`src/rtl/mmu_sequencer.sv`:
```
// mmu_sequencer: central job sequencer for the 2x2 TPU datapath.
// Counts host byte loads into the weight/input memory, pulses the PE accumulator
// clear, runs the feeder/array compute window, then steps the result byte selector.
module mmu_sequencer #(
  parameter int LOAD_WORDS  = 8,  // bytes per job (4 weights + 4 inputs)
  parameter int FEED_CYCLES = 5,  // compute window length, 1..8
  parameter int OUT_BYTES   = 8   // result bytes streamed to host, 1..8
) (
  input  logic       clk,
  input  logic       rst,
  input  logic       load_en,
  input  logic       abort,
  output logic       mem_we,
  output logic [2:0] mem_addr,
  output logic       clear,
  output logic       mmu_en,
  output logic [2:0] mmu_cycle,
  output logic [2:0] out_sel,
  output logic       out_valid,
  output logic       done,
  output logic       busy
);

  typedef enum logic [2:0] {
    IDLE  = 3'd0,
    LOAD  = 3'd1,
    CLEAR = 3'd2,
    FEED  = 3'd3,
    DRAIN = 3'd4
  } state_t;

  // Terminal values of the three counters, sized to the 3-bit count registers.
  localparam logic [2:0] LOAD_LAST = 3'(LOAD_WORDS - 1);
  localparam logic [2:0] FEED_LAST = 3'(FEED_CYCLES - 1);
  localparam logic [2:0] OUT_LAST  = 3'(OUT_BYTES - 1);
  // out_sel value one step before the last byte; done is registered, so it is
  // raised on the transition into the final byte.
  localparam logic [2:0] OUT_PREV  = 3'(OUT_BYTES - 2);

  state_t     state;
  logic [2:0] load_cnt;
  logic       clear_r;
  logic       mmu_en_r;
  logic [2:0] mmu_cycle_r;
  logic [2:0] out_sel_r;
  logic       out_valid_r;
  logic       done_r;
  logic       busy_r;

  // Memory writes are only accepted while collecting a job; an abort or reset in
  // the same cycle suppresses the write so a cancelled job never touches memory.
  assign mem_we   = load_en & ~abort & ~rst & ((state == IDLE) || (state == LOAD));
  assign mem_addr = load_cnt;

  assign clear     = clear_r;
  assign mmu_en    = mmu_en_r;
  assign mmu_cycle = mmu_cycle_r;
  assign out_sel   = out_sel_r;
  assign out_valid = out_valid_r;
  assign done      = done_r;
  assign busy      = busy_r;

  // Job FSM: state, counters and all status outputs update together so every
  // output is a flop that reflects the state being entered.
  always_ff @(posedge clk) begin
    if (rst || abort) begin
      state       <= IDLE;
      load_cnt    <= 3'd0;
      clear_r     <= 1'b0;
      mmu_en_r    <= 1'b0;
      mmu_cycle_r <= 3'd0;
      out_sel_r   <= 3'd0;
      out_valid_r <= 1'b0;
      done_r      <= 1'b0;
      busy_r      <= 1'b0;
    end else begin
      case (state)
        IDLE: begin
          if (load_en) begin
            busy_r <= 1'b1;
            if (LOAD_WORDS == 1) begin
              state    <= CLEAR;
              load_cnt <= 3'd0;
              clear_r  <= 1'b1;
            end else begin
              state    <= LOAD;
              load_cnt <= 3'd1;
            end
          end
        end

        LOAD: begin
          // load_en low is a pause: count and state simply hold.
          if (load_en) begin
            if (load_cnt == LOAD_LAST) begin
              state    <= CLEAR;
              load_cnt <= 3'd0;
              clear_r  <= 1'b1;
            end else begin
              load_cnt <= load_cnt + 3'd1;
            end
          end
        end

        CLEAR: begin
          state       <= FEED;
          clear_r     <= 1'b0;
          mmu_en_r    <= 1'b1;
          mmu_cycle_r <= 3'd0;
        end

        FEED: begin
          if (mmu_cycle_r == FEED_LAST) begin
            state       <= DRAIN;
            mmu_en_r    <= 1'b0;
            mmu_cycle_r <= 3'd0;
            out_valid_r <= 1'b1;
            out_sel_r   <= 3'd0;
            done_r      <= (OUT_BYTES == 1);
          end else begin
            mmu_cycle_r <= mmu_cycle_r + 3'd1;
          end
        end

        DRAIN: begin
          if (out_sel_r == OUT_LAST) begin
            state       <= IDLE;
            out_valid_r <= 1'b0;
            out_sel_r   <= 3'd0;
            done_r      <= 1'b0;
            busy_r      <= 1'b0;
          end else begin
            out_sel_r <= out_sel_r + 3'd1;
            done_r    <= (out_sel_r == OUT_PREV);
          end
        end

        default: begin
          state       <= IDLE;
          load_cnt    <= 3'd0;
          clear_r     <= 1'b0;
          mmu_en_r    <= 1'b0;
          mmu_cycle_r <= 3'd0;
          out_sel_r   <= 3'd0;
          out_valid_r <= 1'b0;
          done_r      <= 1'b0;
          busy_r      <= 1'b0;
        end
      endcase
    end
  end

endmodule

```
`config.mk`:
```
export PLATFORM = sky130hd
export DESIGN_NAME = mmu_sequencer
export DESIGN_NICKNAME = d
export VERILOG_FILES = /design/src/rtl/mmu_sequencer.sv
export SDC_FILE = /design/constraint.sdc
export NUM_CORES = 1
export LEC_CHECK = 0
export BUFFER_PORTS_ARGS = -buffer_cell sky130_fd_sc_hd__buf_4
export CAP_MARGIN = 20
export CELL_PAD_IN_SITES_DETAIL_PLACEMENT = 1
export CELL_PAD_IN_SITES_GLOBAL_PLACEMENT = 1
export CORE_UTILIZATION = 41
export DETAILED_ROUTE_END_ITERATION = 10
export PLACE_DENSITY_LB_ADDON = 0.1
export SYNTH_ARGS = -nofsm -noshare
export SYNTH_HDL_FRONTEND = slang
export SYNTH_SLANG_ARGS = --single-unit
```
`constraint.sdc`:
```
create_clock -name clk -period 2.3 [get_ports clk]
set_input_delay 0.46 -clock clk [delete_from_list [all_inputs] [get_ports clk]]
set_output_delay 0.46 -clock clk [all_outputs]
set_load 0.05 [all_outputs]
```
Yosys cells after proc, flatten, opt, wreduce, memory -nomap -nowiden
Index checks and enable logic that the tools add are counted.
Storage, ports and cells
  input bits: 4
  logic and storage cells: 76
  output and inout bits: 15
  register bits after elaboration: 17
Operators by class
  eq/ne operators: 13
  bitwise logic cells: 10
  reduce and logical (&&, ||, !) cells: 15
  multiplexer cells: 26
  add/sub/neg operators: 3
Operators by type and width (count)
  two-way mux 3 bit: 10
  case mux 3 bit (3 select lines): 2
  equality test 3 bit (second input constant): 5
  case mux 3 bit (5 select lines): 1
  OR reduction 3 bit: 5
  case mux 1 bit (3 select lines): 4
  AND reduction 3 bit: 4
  adder 3 x 1 -> 3 bit (second input constant): 3
  != test 2 bit (second input constant): 4
  two-way mux 1 bit: 7
  inverter 1 bit: 7
  equality test 3 x 2 -> 1 bit (second input constant): 2
  case mux 3 bit (2 select lines): 1
  AND reduction 5 bit: 1
  AND reduction 2 bit: 2
  bitwise AND 1 bit: 3
  equality test 3 x 1 -> 1 bit (second input constant): 1
  zero test 3 bit: 1
  logical OR 1 bit: 2
  != test 2 x 1 -> 1 bit (second input constant): 1
  case mux 1 bit (2 select lines): 1

Logic depth before layout (Yosys ltp)
Gate-level depths: netlist of the first run.
  depth in word-level cells: 4
  gate-level depth with buffers: 5
  gate-level depth less buffers: 5

Least setup slack after synthesis of the first run
Ideal clock, no wire load.
  kind: input-to-output
  start point: input abort
  end point: output mem_we
  buffers on the path: 1
  slack: -0.087 ns
  cell stages on the path: 3
  data arrival time: 1.927 ns
  cells stage by stage: or2_1 -> clkbuf_1 -> nor3_1
On the way
  word-level cells in the longest chain between the ends: 4
RTL lines
  from (decl): line 12  | input logic abort,
  inverter 1 bit: line 52  | assign mem_we = load_en & ~abort & ~rst & ((state == IDLE) || (state == LOAD));
  bitwise AND 1 bit (3 in a row): line 52
  to (decl): line 13  | output logic mem_we,
Every way passes these cells.

Worst setup path in the final report of the first run
  start point: register state[1]
  end point: output mem_we
On the way
  word-level cells in the longest chain between the ends: 3
RTL lines
  from (decl): line 40  | state_t state;
  from (signal assigned): line 67  | state <= IDLE;
  from (signal assigned): line 82  | state <= CLEAR;
  from (signal assigned): line 86  | state <= LOAD;
  equality test 3 x 1 -> 1 bit or zero test 3 bit (tied branches): line 52
  logical OR 1 bit (*): line 52
  bitwise AND 1 bit (*): line 52
Every way passes the cells marked *; elsewhere a longest branch is shown, timed or not.

==> impl_metrics.json, run 1 <==
{
  "use_met2": 0.347,
  "nets": 137,
  "die_area_um2": 2570,
  "p_per_area_nw_per_um2": 458,
  "critPathBufInv": 1,
  "seq_area_frac_synth": 0.351,
  "ys.flop_type": "dfxtp_1",
  "wl_per_cell_um": 15.5,
  "worstPathArrival_ns": 1.36,
  "status": "finished clean",
  "hold_viol": 0,
  "critPathKind": "reg2out",
  "grt_busiest_layer": "met2",
  "ys_async_sr_fraction": 0,
  "fmax_ghz": 0.550,
  "synth_edf_count": 0,
  "cts_buffers": 3,
  "drtIter0Drc": 9,
  "worstSkewPairLatency_ns": 0.30,
  "synth-seq-cells": 17,
  "area_growth_pct": 17.1,
  "report.final.setup_viol": 0,
  "clkSinkCount": 17,
  "critPathSlowestCell": "dfxtp_1",
  "dieWidth_um": 50.7,
  "cp-end-kind": "output port",
  "synth.avg_cell_area_um2": 8.99,
  "cts_setup_buffers": 0,
  "crit_family": "flip-flops",
  "met3_usage": 0.0273,
  "syn_nets": 119,
  "numPortBuffers": 18,
  "detail-route-antenna-nets": 0,
  "antenna_found_initial": 0,
  "clockRootBuffer": "clkbuf_4",
  "track_usage": 0.210,
  "grt_pass1_wl_mm": 4.04,
  "place_congestion": 0.723,
  "maxSlewHeadroom": 0.562,
  "ys_types": 40,
  "worst_pin_slew_ns": 0.656,
  "cts.repair.resized": 0,
  "period_share": 0.791,
  "rsz0062_at_grt": "false",
  "ys_warn_count": 0,
  "vias": 868,
  "use_met1": 0.275,
  "synth_cells": 108,
  "max_stage_delay_ns": 0.73,
  "hold_buffers": 0,
  "wirelength_mm": 2.37,
  "worst-path-max-fanout": 15,
  "fin_worst_skew_ns": 0.00116,
  "hold_class": "in2reg",
  "peakVddDrop_mv": 0.312,
  "cp_cell_sequence": "nor3_2 -> buf_4",
  "cts_tree": "done",
  "drv_slew": 0,
  "grt_max_degree": 21,
  "p_leak_nw": 0.445,
  "drcViolationCount": 0,
  "start_kind": "flop",
  "rows": 17,
  "hpwlAfterDp_mm": 1.62,
  "post-route-min-period_ns": 1.82,
  "start_util": 0.439,
  "io_pins": 19,
  "dpl_cell_area_um2": 1110,
  "synth_area_um2": 971,
  "core_area_um2": 2210,
  "clkTransAtPathRegs_ns": 0.10,
  "n_antenna_cell": 0,
  "gr-total-overflow": 0,
  "clockBufferDepth": 2,
  "die_h_um": 50.7,
  "setup_tns_ns": 0,
  "grt_pass1_vias": 847,
  "layout-drive-gt1-share": 0.256,
  "fin_area_um2": 1140,
  "drv_cap": 0,
  "routed_via_density": 5.67,
  "required_ns": 1.84,
  "dr.pass1.iters": 4,
  "h-tree-depth": 1
}
worst register-to-register path, delay by kind of cell (launching register included):
kind / cells / cell delay, ns
AOI/OAI and AO/OA: 2 / 0.43
DFF: 1 / 0.76
and+or+nand+nor: 1 / 0.36
sequential cells by signal, indices dropped and copies added (netlist names):
| signal | flops |
|---|---|
| busy | 1 |
| state | 3 |
| mem_addr | 3 |
| clear | 1 |
| mmu_en | 1 |
| out_sel | 3 |
| done | 1 |
| mmu_cycle | 3 |
| out_valid | 1 |
Yosys cell counts, types with 2 or more instances:
| master | instances | area share |
|---|---|---|
| o2111ai_1 | 2 | 0.018 |
| o21ai_0 | 4 | 0.021 |
| nor2b_1 | 2 | 0.013 |
| nand2b_1 | 2 | 0.013 |
| nand3b_1 | 3 | 0.023 |
| dfxtp_1 | 17 | 0.35 |
| buf_4 | 2 | 0.015 |
| buf_6 | 2 | 0.023 |
| o21ai_1 | 2 | 0.010 |
| buf_2 | 2 | 0.010 |
| a211o_1 | 2 | 0.018 |
| nand2_1 | 6 | 0.023 |
| inv_1 | 6 | 0.023 |
| a21oi_1 | 14 | 0.072 |
| or3_1 | 2 | 0.013 |
| a32oi_1 | 2 | 0.018 |
| nor2_1 | 4 | 0.015 |
| o211ai_1 | 3 | 0.023 |
| and2b_1 | 2 | 0.015 |
| o21a_1 | 3 | 0.023 |
| ha_1 | 7 | 0.090 |
kinds of logic (layout without fill, tap and decap cells):
kind of cell | after synthesis | count (layout) | synth area share
AOI/OAI and AO/OA | 41 | 41 | 0.295
adders and majority gates | 7 | 7 | 0.0902
xor gates and xnor gates | 1 | 1 | 0.00902
and+or+nand+nor | 28 | 28 | 0.175
DFF | 17 | 17 | 0.351
buffers and inverters | 14 | 31 | 0.0799
power breakdown:
group | total [mW] | leakage, nW | switching [mW] | internal (mW)
combinational | 0.0493 | 0.290 | 0.0311 | 0.0181
clock | 0.167 | 0.0177 | 0.102 | 0.0649
sequential | 0.305 | 0.137 | 0.00782 | 0.297
total | 0.521 | 0.445 | 0.141 | 0.380
layer usage:
layer / part of all wire / vias up
li1: - / 429
met4: 0.017 / 0
met2: 0.47 / 16
met1: 0.48 / 418
met3: 0.032 / 5
met5: 0 / -
cell usage in the layout (no fill, tap or decap), types with 2 or more instances in the layout:
cell type / instances
nand2b_1: 2
and2b_1: 2
nand2_1: 6
a211o_1: 2
buf_4: 20
ha_1: 7
clkbuf_4: 3
a32oi_1: 2
inv_1: 6
o21a_1: 3
nand3b_1: 3
a21oi_1: 14
o21ai_0: 4
or3_1: 2
o21ai_1: 2
o211ai_1: 3
nor2_1: 4
o2111ai_1: 2
nor2b_1: 2
dfxtp_1: 17
final timing paths:
path | from | endpoint | slack [ns] | cells after the start
min | rst | mmu_cycle[2]$_SDFFE_PP0N_ | 0.43 | 4
max | state[1]$_SDFFE_PP0P_ | mem_we | 0.48 | 2
max reg2reg | state[0]$_SDFFE_PP0P_ | mmu_cycle[2]$_SDFFE_PP0N_ | 0.70 | 3
min reg2reg | done$_SDFFE_PP0P_ | done$_SDFFE_PP0P_ | 0.46 | 2
area by class of cell:
class	instances	area [um2]
well taps	28	35.0
clock buffers	3	22.5
fillers	269	1070
repair buffers	20	150
clock inverters	1	5.00
flip-flops and latches	17	340
multi-input cells	77	558
inverters	7	26.3
metrics by stage:
stage,hold slack (ns),util,setup WS (ns),cells,power [mW]
floorplan,0.610,-,0.338,108,0.347
global placement,0.443,0.502,0.603,149,0.360
detailed placement,0.450,0.502,0.620,149,0.361
CTS,0.429,0.514,0.469,153,0.524
global route,0.437,0.514,0.396,153,0.548
finish,0.431,0.514,0.481,153,0.521
Note: power is estimated with default switching activity, not from simulation.
==> inputs of run 2 (changes only) <==
ABC_AREA = 1   (was unset)
CORE_ASPECT_RATIO = 0.5   (was unset)
CORE_UTILIZATION = 33   (was 41)
clock period = 1.65 ns   (was 2.3 ns; I/O delays follow)
==> run 2 against run 1 <==
  * Cell area increased by 2.0%
  * Sequential share of layout area decreased by 0.47 points
  * Count of clock-buffer cells in the layout is 1 higher
  * Clock power is 95% higher
  * Highest routed layer unchanged
  * First-iteration DRC count grew to 4.0 times the previous value
  * Sequential cell count unchanged
  * Largest cell class unchanged
  * Register-to-register slack got worse by 0.48 ns
  * Utilization down 3.1 points
==> impl_metrics.json, run 2 <==
{
  "hpwlAfterDp_mm": 1.78,
  "worst-path-max-fanout": 8,
  "period_share": 0.917,
  "die_h_um": 39.0,
  "power.total_uw": 878,
  "synth.avg_cell_area_um2": 7.34,
  "report.final.setup_viol": 0,
  "synth_top_area_share": 0.377,
  "area_growth_pct": 28.4,
  "routed_via_density": 4.75,
  "maxSlewHeadroom": 0.772,
  "cp-end-kind": "output port",
  "nets": 160,
  "fin_util": 0.483,
  "synth.area.top_cells": "dfxtp_1 (38%), nand2_1 (12%), ha_1 (9.7%)",
  "layout-drive-gt1-share": 0.264,
  "clkSinkCount": 17,
  "drtIter0Drc": 36,
  "start_kind": "flop",
  "yosys.area.top_type": "dfxtp_1",
  "ys.flop_type": "dfxtp_1",
  "h-tree-depth": 1,
  "dr.pass1.iters": 4,
  "p_leak_nw": 0.526,
  "ys_warn_count": 0,
  "io_pins": 19,
  "gr-total-overflow": 0,
  "wirelength_mm": 2.31,
  "worstPathArrival_ns": 1.18,
  "dieWidth_um": 76.0,
  "place_congestion": 0.798,
  "track_usage": 0.183,
  "start_util": 0.376,
  "status": "finished clean",
  "synth_area_um2": 903,
  "required_ns": 1.32,
  "rrSetupSlack_ns": 0.22,
  "cp_cell_sequence": "inv_2 -> nand2_1 -> nor2_2 -> buf_6",
  "cts_buffers": 3,
  "numPortBuffers": 18,
  "grt_pass1_wl_mm": 3.77,
  "fillers": 317,
  "worstSkewPairLatency_ns": 0.26,
  "synth_edf_count": 0,
  "drv_cap": 0,
  "critPathSlowestCell": "dfxtp_1",
  "placed_cells": 179,
  "grt_max_degree": 10,
  "synth-seq-cells": 17,
  "fmax_ghz": 0.661,
  "wl_per_cell_um": 12.6,
  "post-route-min-period_ns": 1.51,
  "ys_types": 18,
  "drcViolationCount": 0,
  "cts_tree": "done",
  "p_per_area_nw_per_um2": 757,
  "clockBufferDepth": 2,
  "seq_area_frac_synth": 0.377,
  "yosysMostFrequentCell": "nand2_1",
  "rows": 12,
  "rsz0062_at_grt": "false",
  "antenna_found_initial": 0,
  "n_antenna_cell": 0,
  "max_stage_delay_ns": 0.32,
  "hold_buffers": 0,
  "worst_pin_slew_ns": 0.341,
  "fin_cells": 183,
  "die_area_um2": 2960,
  "synth_cells": 123,
  "drv_slew": 0,
  "fin_worst_skew_ns": 0.00650,
  "core_area_um2": 2400,
  "hold_viol": 0,
  "hold_class": "in2reg",
  "detail-route-antenna-nets": 0,
  "ys_async_sr_fraction": 0,
  "setup_tns_ns": 0,
  "syn_nets": 134,
  "clockRootBuffer": "clkbuf_8",
  "synth_common_cells": "nand2_1 (29), dfxtp_1 (17), a21oi_1 (16)",
  "critPathKind": "reg2out",
  "layout_common_cells": "nand2_1 (29), buf_4 (20), a21oi_1 (16), dfxtp_1 (16), inv_1 (15)",
  "mostFrequentLayoutCell": "nand2_1",
  "grt_pass1_vias": 782,
  "peakVddDrop_mv": 0.319,
  "vias": 870,
  "clkTransAtPathRegs_ns": 0.07
}
==> run 2: changes by cell type after synthesis, sizes merged, moves of 3 or more <==
cell and delta:
buf -6, o21a -3, o211ai -3, nand3 +10
nand2 +25, inv +10, nor2 +7
==> run 2: per-layer routing <==
layer / global-route usage / part of all wire
met4: 0.115 / 0.022
met2: 0.280 / 0.39
met5: 0 / 0
met1: 0.225 / 0.53
met3: 0.0682 / 0.060
==> run 2: worst max-delay path, delay by kind of cell (launching register included) <==
kind,cells,cell delay (ns)
buf+inv,2,0.33
flops,1,0.32
simple gates,2,0.27
==> run 2: area by class of cell <==
cell class              count  area, um2  area share
multi-input cells          88        500       0.432
flip-flops and latches     17        342       0.294
repair buffers             21        161       0.139
well taps                  35       43.8      0.0378
clock buffers               4       45.0      0.0388
inverters                  18       67.6      0.0583
==> run 2: stage by stage <==
step                      setup slack (ns)  hold WS (ns)  instance area [um2]
final                                0.136         0.386                 1160
after CTS                           0.0393         0.381                 1150
after floorplan                     0.0449         0.487                  906
after global routing                0.0441         0.393                 1160
after detailed placement             0.249         0.458                 1110
after global placement               0.235         0.456                 1110
==> run 2: worst paths after layout <==
kind                      startpoint                  to  depth (start not counted)
min reg2reg       clear$_SDFFE_PP0P_  clear$_SDFFE_PP0P_                          2
min                          load_en  clear$_SDFFE_PP0P_                          3
max            state[2]$_SDFFE_PP0P_              mem_we                          4
max reg2reg  out_sel[0]$_SDFFE_PP0P_   done$_SDFFE_PP0P_                          6
==> run 2: cells by family (layout without fill, tap and decap cells) <==
family | Yosys count | after routing | share of synthesized area
compound gates | 23 | 23 | 0.140
buf+inv | 18 | 43 | 0.0748
simple gates | 58 | 58 | 0.312
flops | 17 | 17 | 0.377
fa+ha+maj | 7 | 7 | 0.0969
==> run 2: timing repair <==
item                                   CTS  global route
gates resized for setup                  0             3
endpoints found under the hold margin    0             0
setup endpoints to repair                0             1
setup buffers                            0             0
==> run 2: power by group <==
part	internal, mW	switching (mW)
Combinational	0.0411	0.0813
Clock	0.172	0.153
Sequential	0.419	0.0115
Total	0.632	0.246
==> inputs of run 3 (changes only) <==
CORE_ASPECT_RATIO = unset   (was 0.5)
==> run 3 against run 2 <==
  * Total power down 9.8%
  * Sequential power hardly changed
  * Register-to-register slack barely moved
  * Sequential share of layout area grew 0.58 points
  * Final cell count decreased by 2.7%
  * Count of clock-buffer cells in the layout did not move
  * Worst hold slack worse by 0.076 ns
  * Wire length fell by 6.4%
  * Utilization fell by 3.2 points
  * Cell area is 1.9% lower
  * Fmax is 1.9% lower
  * Critical path depth is the same
  * Highest routed layer unchanged
==> impl_metrics.json, run 3 (synthesis results as in run 2) <==
{
  "status": "finished clean",
  "p_per_area_nw_per_um2": 697,
  "area_growth_pct": 25.9,
  "clkSinkCount": 17,
  "worstHoldStart": "load_en",
  "vias": 885,
  "p_seq_frac": 0.542,
  "rows": 18,
  "pwr-share-clk": 0.306,
  "timing.rr.start": "out_sel[0]$_SDFFE_PP0P_",
  "n_antenna_cell": 0,
  "grt_pass1_vias": 834,
  "drcViolationCount": 0,
  "top_layer": "met4",
  "drtIter0Drc": 5,
  "grt_pass1_wl_mm": 3.62,
  "routed-wl-met3_um": 69,
  "rsz0062_at_grt": "false",
  "required_ns": 1.32,
  "hold_class": "in2reg",
  "cts_tree": "done",
  "multiInputGateArea_um2": 500,
  "layout-drive-gt1-share": 0.264,
  "start_util": 0.358,
  "report.final.setup_viol": 0,
  "p_sw_frac": 0.300,
  "io_pins": 19,
  "hold_depth": 3,
  "intPower_uw": 554,
  "mostFrequentLayoutCell": "nand2_1",
  "cp-end-kind": "output port",
  "drv_cap": 0,
  "hpwlAfterDp_mm": 1.73,
  "whs_endpoint": "clear$_SDFFE_PP0P_",
  "hold_viol": 0,
  "fin_worst_skew_ns": 0.00236,
  "ff2ff_path_depth": 8,
  "clockRootBuffer": "clkbuf_4",
  "h-tree-depth": 1,
  "cts_setup_buffers": 0,
  "clkTransAtPathRegs_ns": 0.11,
  "met1Wirelength_mm": 1.01,
  "gr-total-overflow": 0,
  "die_h_um": 54.3,
  "worst_slack_ns": 0.107,
  "dieWidth_um": 54.3,
  "p_comb_frac": 0.152,
  "wl_met2_mm": 1.05,
  "cts_buffers": 3,
  "fin_area_um2": 1140,
  "fillers": 348,
  "p_sw_uw": 238,
  "worst_pin_slew_ns": 0.292,
  "dpl_cell_area_um2": 1100,
  "track_usage": 0.175,
  "antenna_found_initial": 0,
  "drv_slew": 0,
  "setup_tns_ns": 0,
  "r2r-end": "state[0]$_SDFFE_PP0P_",
  "worstSkewPairLatency_ns": 0.30,
  "numPortBuffers": 18,
  "dr.pass1.iters": 4,
  "layout.area.seq_um2": 342,
  "die_area_um2": 2950,
  "routed_via_density": 4.97,
  "core_area_um2": 2520,
  "peakVddDrop_mv": 0.324,
  "wirelength_mm": 2.16,
  "dp_slack_ns": 0.240,
  "rrSetupSlack_ns": 0.22,
  "p_leak_nw": 0.519,
  "fmax_ghz": 0.648,
  "place_congestion": 0.819,
  "nets": 160,
  "post-route-min-period_ns": 1.54,
  "critPathKind": "reg2out",
  "wl_per_cell_um": 12.2,
  "layout_common_cells": "nand2_1 (29), buf_4 (20), a21oi_1 (16), dfxtp_1 (16), inv_1 (15)",
  "maxSlewHeadroom": 0.805,
  "worstPathArrival_ns": 1.21,
  "grt_max_degree": 10,
  "clockBufferDepth": 2,
  "detail-route-antenna-nets": 0,
  "start_kind": "flop",
  "period_share": 0.935,
  "worst-path-max-fanout": 5
}
## run 3: cell counts in the layout (fill, tap and decap cells not counted)
Identical to the previous run, type by type.
## run 3: what timing repair did
action / 4_1_cts / 5_1_grt
hold buffers: 0 / 0
gates resized for setup: 1 / 3
endpoints found under the hold margin: 0 / 0
endpoints found under the setup margin: 1 / 1
## run 3: power by group through the flow
stage | clock network [mW] | logic (mW) | registers, mW
5_1_grt | 0.261 | 0.135 | 0.432
4_1_cts | 0.250 | 0.123 | 0.429
2_1_floorplan | 0 | 0.0634 | 0.456
3_3_place_gp | 0 | 0.120 | 0.438
6_report | 0.242 | 0.121 | 0.429
3_5_place_dp | 0 | 0.121 | 0.439
## run 3: how the worst max path moves through the flow
| stage | slack (ns) | from | end |
|---|---|---|---|
| 6_report | 0.11 | state[1]$_SDFFE_PP0P_ | mem_we |
| 5_1_grt | 0.01 | state[1]$_SDFFE_PP0P_ | mem_we |
| 4_1_cts | 0.02 | state[1]$_SDFFE_PP0P_ | mem_we |
| 3_5_place_dp | 0.24 | mem_addr[0]$_SDFFE_PP0P_ | state[0]$_SDFFE_PP0P_ |
| 3_3_place_gp | 0.29 | load_en | mem_we |
| 2_1_floorplan | 0.04 | out_sel[1]$_SDFFE_PP0P_ | state[0]$_SDFFE_PP0P_ |
## run 3: worst max-delay path: stages (launching register included)
cell and delay [ns]:
dfxtp_2 0.38, nor2_2 0.13, nand2_1 0.10, nor2_2 0.13
buf_6 0.17
## run 3: through the flow
stage               std cells   util  hold slack [ns]  power, mW
floorplan                 123      -            0.487      0.520
global placement          174  0.437            0.453      0.558
detailed placement        174  0.437            0.464      0.559
CTS                       178  0.448            0.305      0.801
global route              178  0.451            0.327      0.828
finish                    178  0.451            0.310      0.792
## run 3: cell type report
type / count / area share
tap: 30 / 0.0330
sequential: 17 / 0.300
multi-input combinational: 88 / 0.440
clock buffer: 4 / 0.0231
inverter: 18 / 0.0616
timing repair buffer: 21 / 0.142
## run 3: layer usage
layer / track usage / vias up
met1: 0.231 / 414
met3: 0.0250 / 4
li1: - / 453
met5: 0 / -
met2: 0.280 / 14
met4: 0.0769 / 0
